==> config.mk <==
export PLATFORM = sky130hd
export DESIGN_NAME = stream_min_max
export DESIGN_NICKNAME = d
export VERILOG_FILES = /design/src/rtl/minmax_pkg.sv /design/src/rtl/comparator_lt.sv /design/src/rtl/stream_min_max.sv
export SDC_FILE = /design/constraint.sdc
export NUM_CORES = 1
export LEC_CHECK = 0
export BUFFER_PORTS_ARGS = -buffer_cell sky130_fd_sc_hd__buf_4
export CAP_MARGIN = 20
export CORE_MARGIN = 2
export CORE_UTILIZATION = 40
export CTS_CLUSTER_SIZE = 30
export DETAILED_ROUTE_END_ITERATION = 7
export MAX_ROUTING_LAYER = met4
export PLACE_DENSITY = 0.72
export SYNTH_ARGS = -nofsm -noshare
export SYNTH_HDL_FRONTEND = slang
export SYNTH_SLANG_ARGS = --single-unit
==> constraint.sdc <==
create_clock -name clk -period 3.8 [get_ports clk]
set_input_delay 0.76 -clock clk [delete_from_list [all_inputs] [get_ports clk]]
set_output_delay 0.76 -clock clk [all_outputs]
set_load 0.05 [all_outputs]
==> src/rtl/minmax_pkg.sv <==
// Shared types for the streaming min/max tracker.
package minmax_pkg;
   typedef enum logic [1:0] {S_IDLE, S_ACCUM, S_DONE} minmax_state_t;
endpackage

==> src/rtl/comparator_lt.sv <==
// Signed two's-complement less-than: lt = (a < b). Combinational, no backpressure.
module comparator_lt #(
   parameter int N = 32
) (
   input  logic [N-1:0] a,
   input  logic [N-1:0] b,
   output logic         lt
);
   assign lt = $signed(a) < $signed(b);
endmodule

==> src/rtl/stream_min_max.sv <==
// Tracks signed min/max (first-occurrence index) and count over one packet; result beat one cycle after in_last.
// in_ready is low while a result waits for out_ready, so the result register is never overwritten.
module stream_min_max
   import minmax_pkg::*;
#(
   parameter int N     = 32,
   parameter int CNT_W = 16
) (
   input  logic             clk,
   input  logic             rst,
   input  logic [N-1:0]     in_data,
   input  logic             in_valid,
   input  logic             in_last,
   output logic             in_ready,
   output logic [N-1:0]     out_min,
   output logic [N-1:0]     out_max,
   output logic [CNT_W-1:0] out_min_idx,
   output logic [CNT_W-1:0] out_max_idx,
   output logic [CNT_W-1:0] out_count,
   output logic             out_valid,
   input  logic             out_ready
);
   minmax_state_t    state_q, state_nxt;
   logic             new_min, new_max;
   logic             take_first, take_acc;
   logic [CNT_W-1:0] count_inc;

   comparator_lt #(.N(N)) u_lt_min (.a(in_data), .b(out_min), .lt(new_min));
   comparator_lt #(.N(N)) u_gt_max (.a(out_max), .b(in_data), .lt(new_max));

   assign count_inc = (out_count == {CNT_W{1'b1}}) ? out_count : out_count + 1'b1;
   assign out_valid = (state_q == S_DONE);

   always_comb begin
      state_nxt  = state_q;
      in_ready   = 1'b0;
      take_first = 1'b0;
      take_acc   = 1'b0;
      case (state_q)
         S_IDLE: begin
            in_ready = 1'b1;
            if (in_valid) begin
               take_first = 1'b1;
               state_nxt  = in_last ? S_DONE : S_ACCUM;
            end
         end
         S_ACCUM: begin
            in_ready = 1'b1;
            if (in_valid) begin
               take_acc = 1'b1;
               if (in_last) state_nxt = S_DONE;
            end
         end
         S_DONE: begin
            if (out_ready) state_nxt = S_IDLE;
         end
         default: state_nxt = S_IDLE;
      endcase
      // Reset overrides everything; in_ready never depends on in_valid.
      if (!rst) begin
         in_ready   = 1'b0;
         take_first = 1'b0;
         take_acc   = 1'b0;
      end
   end

   always_ff @(posedge clk) begin
      if (!rst) begin
         state_q     <= S_IDLE;
         out_min     <= '0;
         out_max     <= '0;
         out_min_idx <= '0;
         out_max_idx <= '0;
         out_count   <= '0;
      end else begin
         state_q <= state_nxt;
         if (take_first) begin
            out_min     <= in_data;
            out_max     <= in_data;
            out_min_idx <= '0;
            out_max_idx <= '0;
            out_count   <= {{(CNT_W-1){1'b0}}, 1'b1};
         end else if (take_acc) begin
            // Index uses the pre-increment count, so it saturates with the counter.
            if (new_min) begin
               out_min     <= in_data;
               out_min_idx <= out_count;
            end
            if (new_max) begin
               out_max     <= in_data;
               out_max_idx <= out_count;
            end
            out_count <= count_inc;
         end
      end
   end
endmodule

-- Word level (Yosys, flattened, before mapping)
Index checks and enable logic that the tools add are counted.
- output and inout bits: 114
- input bits: 37
- bits in latches: 0
- bits in registers: 114
- bits in read-only memories: 0
- memories: 0
- memory bits (writable): 0
- word-level logic and storage cells: 55
- $mul: 0
- bitwise logic cells: 2
- reductions and logical operators: 13
- eq/ne operators: 8
- shift operators: 0
- $lt $le $gt $ge: 2
- add/subtract/negate cells: 1
- divide/modulo/power cells: 0
- muxes and demuxes: 22
- operators by type and width (cell ; number):
    $mux W32 ; 6
    $lt A32 B32 Y1 ; 2
    $add A16 B1 Y16 const B ; 1
    $eq A16 B16 Y1 const B ; 1
    $reduce_and A2 Y1 ; 6
    $mux W1 ; 10
    $mux W2 ; 5
    $ne A2 B2 Y1 const B ; 4
    $pmux W2 S3 ; 1
    $reduce_bool A2 Y1 ; 3
    $reduce_and A4 Y1 ; 1
    $reduce_or A2 Y1 ; 2
    $eq A2 B1 Y1 const B ; 1
    $eq A2 B2 Y1 const B ; 1
    $logic_not A2 Y1 ; 1
    $ne A2 B1 Y1 const B ; 1
    $not A1 Y1 ; 2

-- Logic depth before layout (Yosys ltp)
Gate-level depths: netlist of run 1.
- word-level depth: 5
- depth in mapped cells: 11
- mapped depth without buffers: 9

-- Modules after synthesis
From an unflattened synthesis of run 1, not the netlist that was laid out.
- cell total of the unflattened synthesis: 759
- area total of the unflattened synthesis: 5834.3 µm²
- modules (own cells, without submodules) (module ; area each (µm²) ; cells each ; seq. area each (µm²) ; instances):
    stream_min_max ; 4255.3 ; 543 ; 2282.2 ; 1
    comparator_lt ; 789.5 ; 108 ; 0.0 ; 2

-- Worst setup path after synthesis of run 1
No wires, ideal clock.
- kind: in2reg
- from: input in_data[17]
- to: register out_min_idx[8]
- buffers on the path: 1
- slack: 0.847 ns
- arrival time: 2.881 ns
- required time: 3.728 ns
- cell stages on the path: 8
- setup time: 0.072 ns
- path through: ha_1 > a21o_1 > a221o_1 > a211oi_2 > o211ai_2 > o41ai_4 > buf_6 > mux2i_1
- word-level cells in the longest chain between the ends: 2
- ends and longest elaborated chain (what ; RTL line ; source):
    start: declaration ; stream_min_max.sv:11 ; input logic [N-1:0] in_data,
    $lt A32 B32 Y1 ; comparator_lt.sv:9 ; assign lt = $signed(a) < $signed(b);
    $reduce_and A2 Y1 (no source line) ; - ;
    end signal: assignment ; stream_min_max.sv:87 ; out_min_idx <= out_count;
    end: declaration ; stream_min_max.sv:17 ; output logic [CNT_W-1:0] out_min_idx,
No other way between the ends.
A chain may end at the register's enable or synchronous reset.

-- Worst setup path in the final report of run 1
- from: input in_data[31]
- to: register out_min_idx[0]
The elaborated chain is that of the path after synthesis.

==> run metrics, run 1 <==
synthesized instance count=approximately 820; time the worst path needs with I/O delays and setup=approximately 3.1 ns; pin count of the biggest net entering global routing=98; simple-gate portion of the synthesized area=0.2088; Clock Root Buffer=sky130_fd_sc_hd__clkbuf_16; Hold WS=around 0.45 ns; Detailed Route Iter0 Violations=about 350; Vert. Die Dim=around 130 um; # diodes=0; slack of the critical path=~0.68 ns; clock buffer depth=2; leak pwr=between 3 and 4 nW; Final Hold Vio Count=0; fraction of synthesized area in multiplexers=0.09708; Synth Net Count=just over 900; Antenna Nets Post-Route=0; Synth cell types=45; adder-cell share of the synthesized area=0.1195; number of buffers created by CTS=17; Placed Instances=roughly 1,200; register clock-pin slew on the reported worst setup and hold paths=0.05 ns; crit path capture type=flop; number of H-tree levels=4; global-route wire length before repair=roughly 30,000 um; maximum achievable frequency=~0.32 GHz; Max rail drop VDD=345.4 uV; clock sink total=about 110; Synth-to-Final Area Change=28.74%; die footprint=approximately 0.018 mm^2; via count of the first global-routing pass=about 5,900; register area share after synthesis=0.3458; skew final=0.008972 ns; number of setup violations in the final report=0; storage element area=~0.0023 mm^2; Resize count post-CTS=0; count of hold buffers inserted by post-cts repair=0; average wire per standard cell=14.87 um; initial core utilization=0.4124; Total Routed Length=~18,000 um; vias per inst=about 5; Tot GR Track Use=0.2096; Synth Area per Inst=~8.0 um^2; cell types occupying the most area after synthesis=sky130_fd_sc_hd__dfxtp_1 (35%), sky130_fd_sc_hd__ha_1 (12%), sky130_fd_sc_hd__nand2_1 (9.9%); top cell type's share of synthesized area=0.3458; number of pins exceeding their max-slew limit in the final report=0; setup repair after global routing missed its margin=no; capturing point of the worst reg2reg path=out_min_idx[0]; transition time at the pin with the least slew margin=1.000 ns; worst reg2reg setup slack=approximately 0.75 ns; remaining routing DRC violations=0; power per cell area=a little under 500 mW/mm^2; placement row count=46; classification of the worst setup path=in2reg; most repeated cell in the gate-level netlist after synthesis=sky130_fd_sc_hd__nand2_1; antenna violations before repair=0; net count reported at finish=roughly 1,100; global placement routability congestion=~0.83; class of the tightest hold or removal check=reg2reg; hold path cells=2; Post-synth top flop=sky130_fd_sc_hd__dfxtp_1; width of the die=~130 um; Pre-Repair DR Iteration Count=5; cells along the critical path=buf_4 > ha_1 > nand4_1 > nor4_1 > nand4_1 > a21oi_2 > o21ai_0 > o41ai_4 > buf_4 > mux2i_1; synthesis-stage register bit count=114; number of warnings issued by yosys=0; Floorplan Core Area=around 0.016 mm^2; end of the worst hold path=out_max_idx[15]; start point of the worst hold path=out_max_idx[15]; cell type with the highest aggregate area in the netlist=sky130_fd_sc_hd__dfxtp_1; number of flops mapped to enable cells by yosys=0; number of buffers inserted by port buffering=150; worst slack after detailed placement=0.2719 ns; Critical Path Start Type=primary input; buffers inserted by post-CTS timing repair=0; cell count of the worst reg-to-reg path=10; post-synthesis compound-gate area fraction=0.1329; count of vias placed by the detailed router=6,060; number of fillers in the final layout=1,534; headroom to the max-slew limit=0.3332; non-filler instance count after layout=around 1,200; Crit Reg-Reg Startpoint=out_min[31]; data required time of the worst path=4.14 ns; slowest cell delay on critical path=about 0.53 ns; area taken by multi-input logic gates=0.003805 mm^2; cell at the slowest stage of the critical path=sky130_fd_sc_hd__nor4_1; TritonCTS clock tree=built; largest family of logic cells by synthesized area=simple AND/OR/NAND/NOR gates; status=completed; fraction of final layout cells sized beyond drive strength 1=0.2133; clock network latency to the later pin of the worst-skew pair=roughly 0.41 ns; number of max-cap violations=0; IO Pins=roughly 150; share of synthesized registers carrying an async set or reset=0; top cell types by occurrence after synthesis=sky130_fd_sc_hd__nand2_1 (174), sky130_fd_sc_hd__dfxtp_1 (114), sky130_fd_sc_hd__inv_1 (79); Sum Neg Setup Slack=0 ns; critical path arrival=about 3.5 ns; final clock period utilization by the worst path=0.8203; summed instance area of the synthesized netlist=about 0.0066 mm^2; fraction of synthesized cell area in xor and xnor cells=0.01725; residual overflow from global routing=0; Max FO, Critical Path=16; placed wire-length estimate after detailed placement=12,350 um
[flip-flops by register name, indices dropped and copies added, names as in the netlist]
| name | count |
|---|---|
| out_max_idx | 16 |
| out_min | 32 |
| out_count | 16 |
| state_q | 2 |
| out_max | 32 |
| out_min_idx | 16 |
[kinds of logic (layout without fill, tap and decap cells)]
kind of cell	count (synthesis)	count (layout)
xor gates and xnor gates	13	13
AOI/OAI and AO/OA	125	125
muxes	64	64
and+or+nand+nor	314	314
adders and majority gates	63	63
DFF	114	114
buffers and inverters	129	273
[critical path: cells and delay by family]
kind / cells / cell delay (ns)
compound gates: 3 / 0.58
simple gates: 3 / 1.00
buf+inv: 2 / 0.48
mux: 1 / 0.23
fa+ha+maj: 1 / 0.38
[power by group]
part	internal (mW)	switching, mW
Combinational	0.337	0.705
Sequential	1.28	0.0953
Clock	1.11	0.553
Total	2.73	1.35
[through the flow]
step | utilization | cell area [um^2] | power, mW
after floorplan | - | 6599 | 2.127
after detailed placement | 0.4919 | 7871 | 2.443
after global placement | 0.4919 | 7871 | 2.434
final | 0.5310 | 8496 | 4.087
after CTS | 0.5310 | 8496 | 4.121
after global routing | 0.5310 | 8496 | 4.282
[worst max path at each step]
stage / from / end / slack (ns)
2_1_floorplan: in_data[17] / out_min_idx[8] / 0.85
3_3_place_gp: in_data[31] / out_min_idx[3] / 0.29
3_5_place_dp: in_data[31] / out_min_idx[5] / 0.27
4_1_cts: in_data[31] / out_min_idx[10] / 0.71
5_1_grt: in_data[31] / out_min_idx[5] / 0.52
6_report: in_data[31] / out_min_idx[0] / 0.68
[area by class of cell]
cell class	instances	area share
Tap cell	216	0.03181
Clock inverter	9	0.01487
Clock buffer	23	0.05862
Inverter	79	0.03490
Multi-Input combinational cell	579	0.4479
Sequential cell	114	0.2688
Timing Repair Buffer	162	0.1432
[cells in the final DEF (no fill, tap or decap), types with 5 or more instances in the layout]
cell type,netlist,routed
sky130_fd_sc_hd__a21o_1,7,7
sky130_fd_sc_hd__a21oi_1,23,23
sky130_fd_sc_hd__a31oi_1,33,33
sky130_fd_sc_hd__buf_4,5,162
sky130_fd_sc_hd__clkbuf_16,0,17
sky130_fd_sc_hd__clkbuf_8,0,5
sky130_fd_sc_hd__dfxtp_1,114,113
sky130_fd_sc_hd__ha_1,63,63
sky130_fd_sc_hd__inv_1,79,79
sky130_fd_sc_hd__mux2i_1,64,64
sky130_fd_sc_hd__nand2_1,174,173
sky130_fd_sc_hd__nand3_1,39,39
sky130_fd_sc_hd__nand4_1,15,15
sky130_fd_sc_hd__nor2_1,31,31
sky130_fd_sc_hd__nor3_1,35,35
sky130_fd_sc_hd__o211ai_1,32,32
sky130_fd_sc_hd__o21ai_0,11,11
sky130_fd_sc_hd__xnor2_1,13,13
[layer usage]
layer,GRT usage,wire (um),vias up
met3,0.06437,1212,19
li1,-,-,3104
met4,0.05436,265,0
met5,-,0,-
met1,0.2536,7998,2764
met2,0.3400,8098,173
No activity file was read; power rests on OpenSTA's default activity.
==> inputs of run 2 (changes only) <==
- clock period: 3.8 -> 3.1 ns (I/O delays scaled with it)
==> run metrics, run 2 (same netlist as run 1, synthesis figures left out) <==
biggest regs=out_max (32), out_min (32); worst slack after detailed placement=-0.01919 ns; clock buffer depth=2; clock sink total=about 110; detailed route wirelength on metal2=8116 um; crit path capture type=flop; Synth-to-Final Area Change=29.58%; cell-internal power=approximately 3.3 mW; # diodes=0; Max FO, Critical Path=16; share of total power in sequential cells=0.339; status=completed; setup repair after global routing missed its margin=no; remaining routing DRC violations=0; pin count of the biggest net entering global routing=53; worst reg2reg setup slack=between 0.3 and 0.4 ns; number of max-cap violations=0; cells along the critical path=ha_1 > a211oi_1 > o21ai_0 > a221o_1 > a221oi_1 > a41o_2 > nor2b_2 > buf_12 > mux2i_1; number of fillers in the final layout=roughly 1,500; Crit Reg-Reg Startpoint=out_max[2]; Final Hold Vio Count=0; met1 layer wirelength in the final routing=roughly 8000 um; Largest delay share family, worst path=compound AO/OA/AOI/OAI gates; Comb power frac=0.264; Power Total=around 5 mW; global-route wire length before repair=28,770 um; global placement routability congestion=about 0.8; IO Pins=between 150 and 200; initial core utilization=0.4124; placed wire-length estimate after detailed placement=12,440 um; most common library cell in the layout ignoring fill and taps=sky130_fd_sc_hd__nand2_1; width of the die=132.4 um; critical path startpoint=out_max[2]; final clock period utilization by the worst path=0.8767; crit path to=out_max_idx[5]; critical path arrival=~3 ns; clock network latency to the later pin of the worst-skew pair=roughly 0.43 ns; number of H-tree levels=4; number of pins exceeding their max-slew limit in the final report=0; class of the tightest hold or removal check=reg2reg; Highest Signal Layer=met4; number of setup violations in the final report=0; slowest cell delay on critical path=approximately 0.4 ns; Placed Instances=between 1,000 and 1,500; via count of the first global-routing pass=~6,000; capturing point of the worst reg2reg path=out_max_idx[5]; Tot GR Track Use=0.2081; count of buffer and inverter cells on the critical path=1; count of vias placed by the detailed router=between 6,000 and 7,000; Net Sw Frac=0.3413; net switching power figure=roughly 1.7 mW; die footprint=0.01754 mm^2; cell at the slowest stage of the critical path=sky130_fd_sc_hd__dfxtp_1; net count reported at finish=1,059; Antenna Nets Post-Route=0; leak pwr=approximately 3.6 nW; most used cells in the layout excluding fill and tap cells=sky130_fd_sc_hd__nand2_1 (173), sky130_fd_sc_hd__buf_4 (164), sky130_fd_sc_hd__dfxtp_1 (113); data required time of the worst path=3.44 ns; skew final=between 0.008 and 0.009 ns; time the worst path needs with I/O delays and setup=approximately 2.7 ns; Floorplan Core Area=~0.016 mm^2; number of buffers inserted by port buffering=150; slack of the critical path=between 0.3 and 0.4 ns; placement row count=46; register clock-pin slew on the reported worst setup and hold paths=around 0.050 ns; non-filler instance count after layout=roughly 1,200; headroom to the max-slew limit=0.6355; transition time at the pin with the least slew margin=between 0.5 and 0.6 ns; number of buffers created by CTS=17; Pre-Repair DR Iteration Count=5; maximum achievable frequency=around 0.37 GHz; fraction of final layout cells sized beyond drive strength 1=0.2163; portion of total power attributed to the clock network=0.397; power per cell area=roughly 580 mW/mm^2; Max rail drop VDD=approximately 410 uV; Clock Root Buffer=sky130_fd_sc_hd__clkbuf_16; Detailed Route Iter0 Violations=between 300 and 400; vias per inst=between 5 and 6; count of hold buffers inserted by post-cts repair=0; TritonCTS clock tree=built; instance count on the critical path=9; Critical Path Start Type=flop; buffers inserted by post-CTS timing repair=0; cell count of the worst reg-to-reg path=9; Resize count post-CTS=0; antenna violations before repair=0; Total Routed Length=17,510 um; total met3 wirelength after detailed routing=1072 um; Vert. Die Dim=between 100 and 150 um; residual overflow from global routing=0; average wire per standard cell=between 10 and 15 um; classification of the worst setup path=reg2reg
-- run 2: changes by cell type in the layout (fill, tap and decap cells not counted), sizes merged --
cell      before  now
buf          162  168
clkbuf        23   20
clkinvlp       1    3
-- run 2: stage by stage --
stage	setup TNS [ns]	hold WS [ns]	util	cell area (um^2)
2_1_floorplan	0	0.5647	-	6599
3_3_place_gp	0	0.4418	0.4979	7966
3_5_place_dp	-0.04519	0.4491	0.4979	7966
4_1_cts	0	0.4461	0.5344	8551
5_1_grt	0	0.4600	0.5344	8551
6_report	0	0.4580	0.5344	8551
-- run 2: power groups by stage --
stage	logic [mW]	clock network [mW]	registers, mW
2_1_floorplan	0.567	0	2.04
3_3_place_gp	1.29	0	1.72
3_5_place_dp	1.31	0	1.72
4_1_cts	1.32	2.00	1.69
5_1_grt	1.43	2.06	1.70
6_report	1.31	1.98	1.69
-- run 2: worst min path at each step --
stage / from / endpoint / slack (ns) / cells after the start
after floorplan: state_q[1] / state_q[1] / 0.56 / 3
after global placement: out_max_idx[14] / out_max_idx[14] / 0.44 / 2
after detailed placement: out_max_idx[15] / out_max_idx[15] / 0.45 / 2
after CTS: in_valid / state_q[0] / 0.45 / 2
after global routing: in_valid / state_q[0] / 0.46 / 2
final: out_min_idx[12] / out_min_idx[12] / 0.46 / 2
-- run 2: layout make-up --
| type | instances | area, um^2 | share of cell area |
|---|---|---|---|
| clock buffer | 20 | 446.7 | 0.05224 |
| tap | 216 | 270.3 | 0.03161 |
| multi-input combinational | 579 | 3805 | 0.4450 |
| timing repair buffer | 168 | 1311 | 0.1534 |
| clock inverter | 11 | 137.6 | 0.01610 |
| sequential | 114 | 2283 | 0.2670 |
| inverter | 79 | 296.5 | 0.03468 |
-- run 2: metal layers --
layer	global-route usage	up-vias
met5	-	-
met3	0.05900	26
met2	0.3256	183
met4	0.08363	0
met1	0.2530	2893
li1	-	3109
-- run 2: worst min-delay path, delay by kind of cell, from the launching register on --
family           cells  cell delay, ns
multiplexers         1            0.05
flip-flops           1            0.31
AND/OR/NAND/NOR      1            0.05
==> inputs of run 3 (changes only) <==
- ABC_AREA: not set -> 1
- CORE_ASPECT_RATIO: not set -> 0.75
- SKIP_CTS_REPAIR_TIMING: not set -> 1
==> run metrics, run 3 <==
average wire per standard cell=13.36 um; status=completed; residual overflow from global routing=0; most common library cell in the layout ignoring fill and taps=sky130_fd_sc_hd__nand2_1; placed wire-length estimate after detailed placement=between 10,000 and 15,000 um; Sum Neg Setup Slack=0 ns; synthesized instance count=between 900 and 1,000; classification of the worst setup path=in2reg; clock network latency to the later pin of the worst-skew pair=0.42 ns; antenna violations before repair=0; IO Pins=between 150 and 200; cell types occupying the most area after synthesis=sky130_fd_sc_hd__dfxtp_1 (35%), sky130_fd_sc_hd__ha_1 (12%), sky130_fd_sc_hd__nand2_1 (9.7%); via count of the first global-routing pass=between 5,000 and 6,000; summed instance area of the synthesized netlist=approximately 0.0065 mm^2; cell type with the highest aggregate area in the netlist=sky130_fd_sc_hd__dfxtp_1; initial core utilization=0.4073; synthesis-stage register bit count=between 100 and 150; maximum achievable frequency=0.4181 GHz; clock buffer depth=2; number of flops mapped to enable cells by yosys=0; Vert. Die Dim=between 100 and 150 um; count of vias placed by the detailed router=slightly above 6,000; remaining routing DRC violations=0; power per cell area=544.0 mW/mm^2; number of H-tree levels=4; end of the worst hold path=out_min[12]; pin count of the biggest net entering global routing=82; Crit Reg-Reg Startpoint=out_max[5]; Synth Net Count=between 1,000 and 1,500; slack of the critical path=a little over 0.7 ns; fraction of synthesized cell area in xor and xnor cells=0.004053; worst slack after detailed placement=around 0.24 ns; adder-cell share of the synthesized area=0.1216; net count reported at finish=approximately 1,200; final standard cell utilization of the core=0.5256; count of buffer and inverter cells on the critical path=3; simple-gate portion of the synthesized area=0.3133; Final Hold Vio Count=0; cell with the most instances on the worst path=sky130_fd_sc_hd__nand2_1; register area share after synthesis=0.3521; Synth-to-Final Area Change=29.05%; Clock Root Buffer=sky130_fd_sc_hd__clkbuf_16; fraction of synthesized area in multiplexers=0; top cell type's share of synthesized area=0.3521; Tot GR Track Use=0.2145; hold path cells=3; global placement routability congestion=between 0.8 and 0.9; Max rail drop VDD=between 300 and 400 uV; biggest regs=out_max (32), out_min (32); Detailed Route Iter0 Violations=436; non-filler instance count after layout=between 1,000 and 1,500; Largest delay share family, worst path=simple AND/OR/NAND/NOR gates; leak pwr=about 4.3 nW; TritonCTS clock tree=built; Pre-Repair DR Iteration Count=5; clock sink total=approximately 110; top cell types by occurrence after synthesis=sky130_fd_sc_hd__nand2_1 (167), sky130_fd_sc_hd__nor2_1 (156), sky130_fd_sc_hd__inv_1 (133); number of buffers created by CTS=17; post-synthesis compound-gate area fraction=0.09670; Synth cell types=36; Max FO, Critical Path=28; data required time of the worst path=about 3.5 ns; class of the tightest hold or removal check=in2reg; fraction of final layout cells sized beyond drive strength 1=0.2130; skew final=approximately 0.0095 ns; Cell Area, Placed=0.007804 mm^2; width of the die=151.0 um; time the worst path needs with I/O delays and setup=between 2 and 2.5 ns; most used cells in the layout excluding fill and tap cells=sky130_fd_sc_hd__nand2_1 (166), sky130_fd_sc_hd__buf_4 (160), sky130_fd_sc_hd__nor2_1 (156); largest family of logic cells by synthesized area=simple AND/OR/NAND/NOR gates; Placed Instances=around 1,300; Post-synth top flop=sky130_fd_sc_hd__dfxtp_1; die footprint=roughly 0.017 mm^2; capturing point of the worst reg2reg path=out_max_idx[5]; register clock-pin slew on the reported worst setup and hold paths=roughly 0.060 ns; headroom to the max-slew limit=0.5030; Synth Area per Inst=approximately 6.9 um^2; # diodes=0; global-route wire length before repair=about 28,000 um; cells along the critical path=buf_4 > inv_1 > ha_1 > a21oi_1 > nor2_1 > nor3_1 > nand2_1 > nand2_1 > nand2_1 > nand2_1 > nand2_1 > nand2_1 > nand3_4 > inv_2 > nor2_1 > nor2_1; Total Routed Length=17,350 um; number of buffers inserted by port buffering=150; number of setup violations in the final report=0; most repeated cell in the gate-level netlist after synthesis=sky130_fd_sc_hd__nand2_1; crit path capture type=flop; slowest cell delay on critical path=0.39 ns; number of fillers in the final layout=~1,600; placement row count=40; cell at the slowest stage of the critical path=sky130_fd_sc_hd__inv_2; number of pins exceeding their max-slew limit in the final report=0; final clock period utilization by the worst path=0.7715; Floorplan Core Area=around 0.016 mm^2; cell count of the worst reg-to-reg path=14; transition time at the pin with the least slew margin=about 0.75 ns; critical path arrival=~2.8 ns; Final Instance Area=between 0.008 and 0.009 mm^2; Critical Path Start Type=primary input; number of warnings issued by yosys=0; share of synthesized registers carrying an async set or reset=0; setup repair after global routing missed its margin=no; start point of the worst hold path=in_data[12]; vias per inst=approximately 4.8; number of max-cap violations=0; worst reg2reg setup slack=0.73 ns; Antenna Nets Post-Route=0
## run 3: final cells by class
class	instances	area, um^2	share of cell area
Multi-Input combinational cell	642	3480	0.4159
Sequential cell	114	2282	0.2728
Timing Repair Buffer	163	1261	0.1508
Inverter	138	518.0	0.06192
Clock buffer	17	425.4	0.05085
Tap cell	210	262.8	0.03141
Clock inverter	15	136.4	0.01630
## run 3: cell families (layout without fill, tap and decap cells)
logic type | count (synthesis) | count (layout)
and+or+nand+nor | 455 | 455
buffers and inverters | 181 | 333
adders and majority gates | 63 | 63
AOI/OAI and AO/OA | 121 | 121
DFF | 114 | 114
xor gates and xnor gates | 3 | 3
## run 3: tightest hold or removal path: stages
cell and delay [ns]:
sky130_fd_sc_hd__buf_4 0.10, sky130_fd_sc_hd__nor2_1 0.04, sky130_fd_sc_hd__nor2_1 0.08
## run 3: per-stage QoR
step,power [mW],hold slack [ns]
floorplan,2.396,0.5087
finish,4.551,0.4510
global placement,2.702,0.4510
detailed placement,2.723,0.4599
CTS,4.592,0.4353
global route,4.785,0.4473
## run 3: how the worst max path moves through the flow
stage	from	to	cells after the start
CTS	in_data[5]	out_max_idx[7]	16
finish	in_data[5]	out_max_idx[5]	16
floorplan	out_min[21]	out_min[21]	14
global route	in_data[5]	out_max[30]	17
global placement	in_data[5]	out_max_idx[15]	16
detailed placement	in_data[5]	out_max_idx[5]	16
## run 3: where the power goes
group / internal [mW] / switching [mW] / total [mW]
logic: 0.357 / 0.720 / 1.08
registers: 1.55 / 0.0634 / 1.61
clock network: 1.10 / 0.756 / 1.86
total: 3.01 / 1.54 / 4.55
## run 3: routing by layer
layer,share of wire,up-vias,GRT usage
met5,0,-,-
met4,0.019,0,0.07352
met3,0.061,26,0.04781
met2,0.42,166,0.3118
met1,0.50,2769,0.2941
li1,-,3272,-
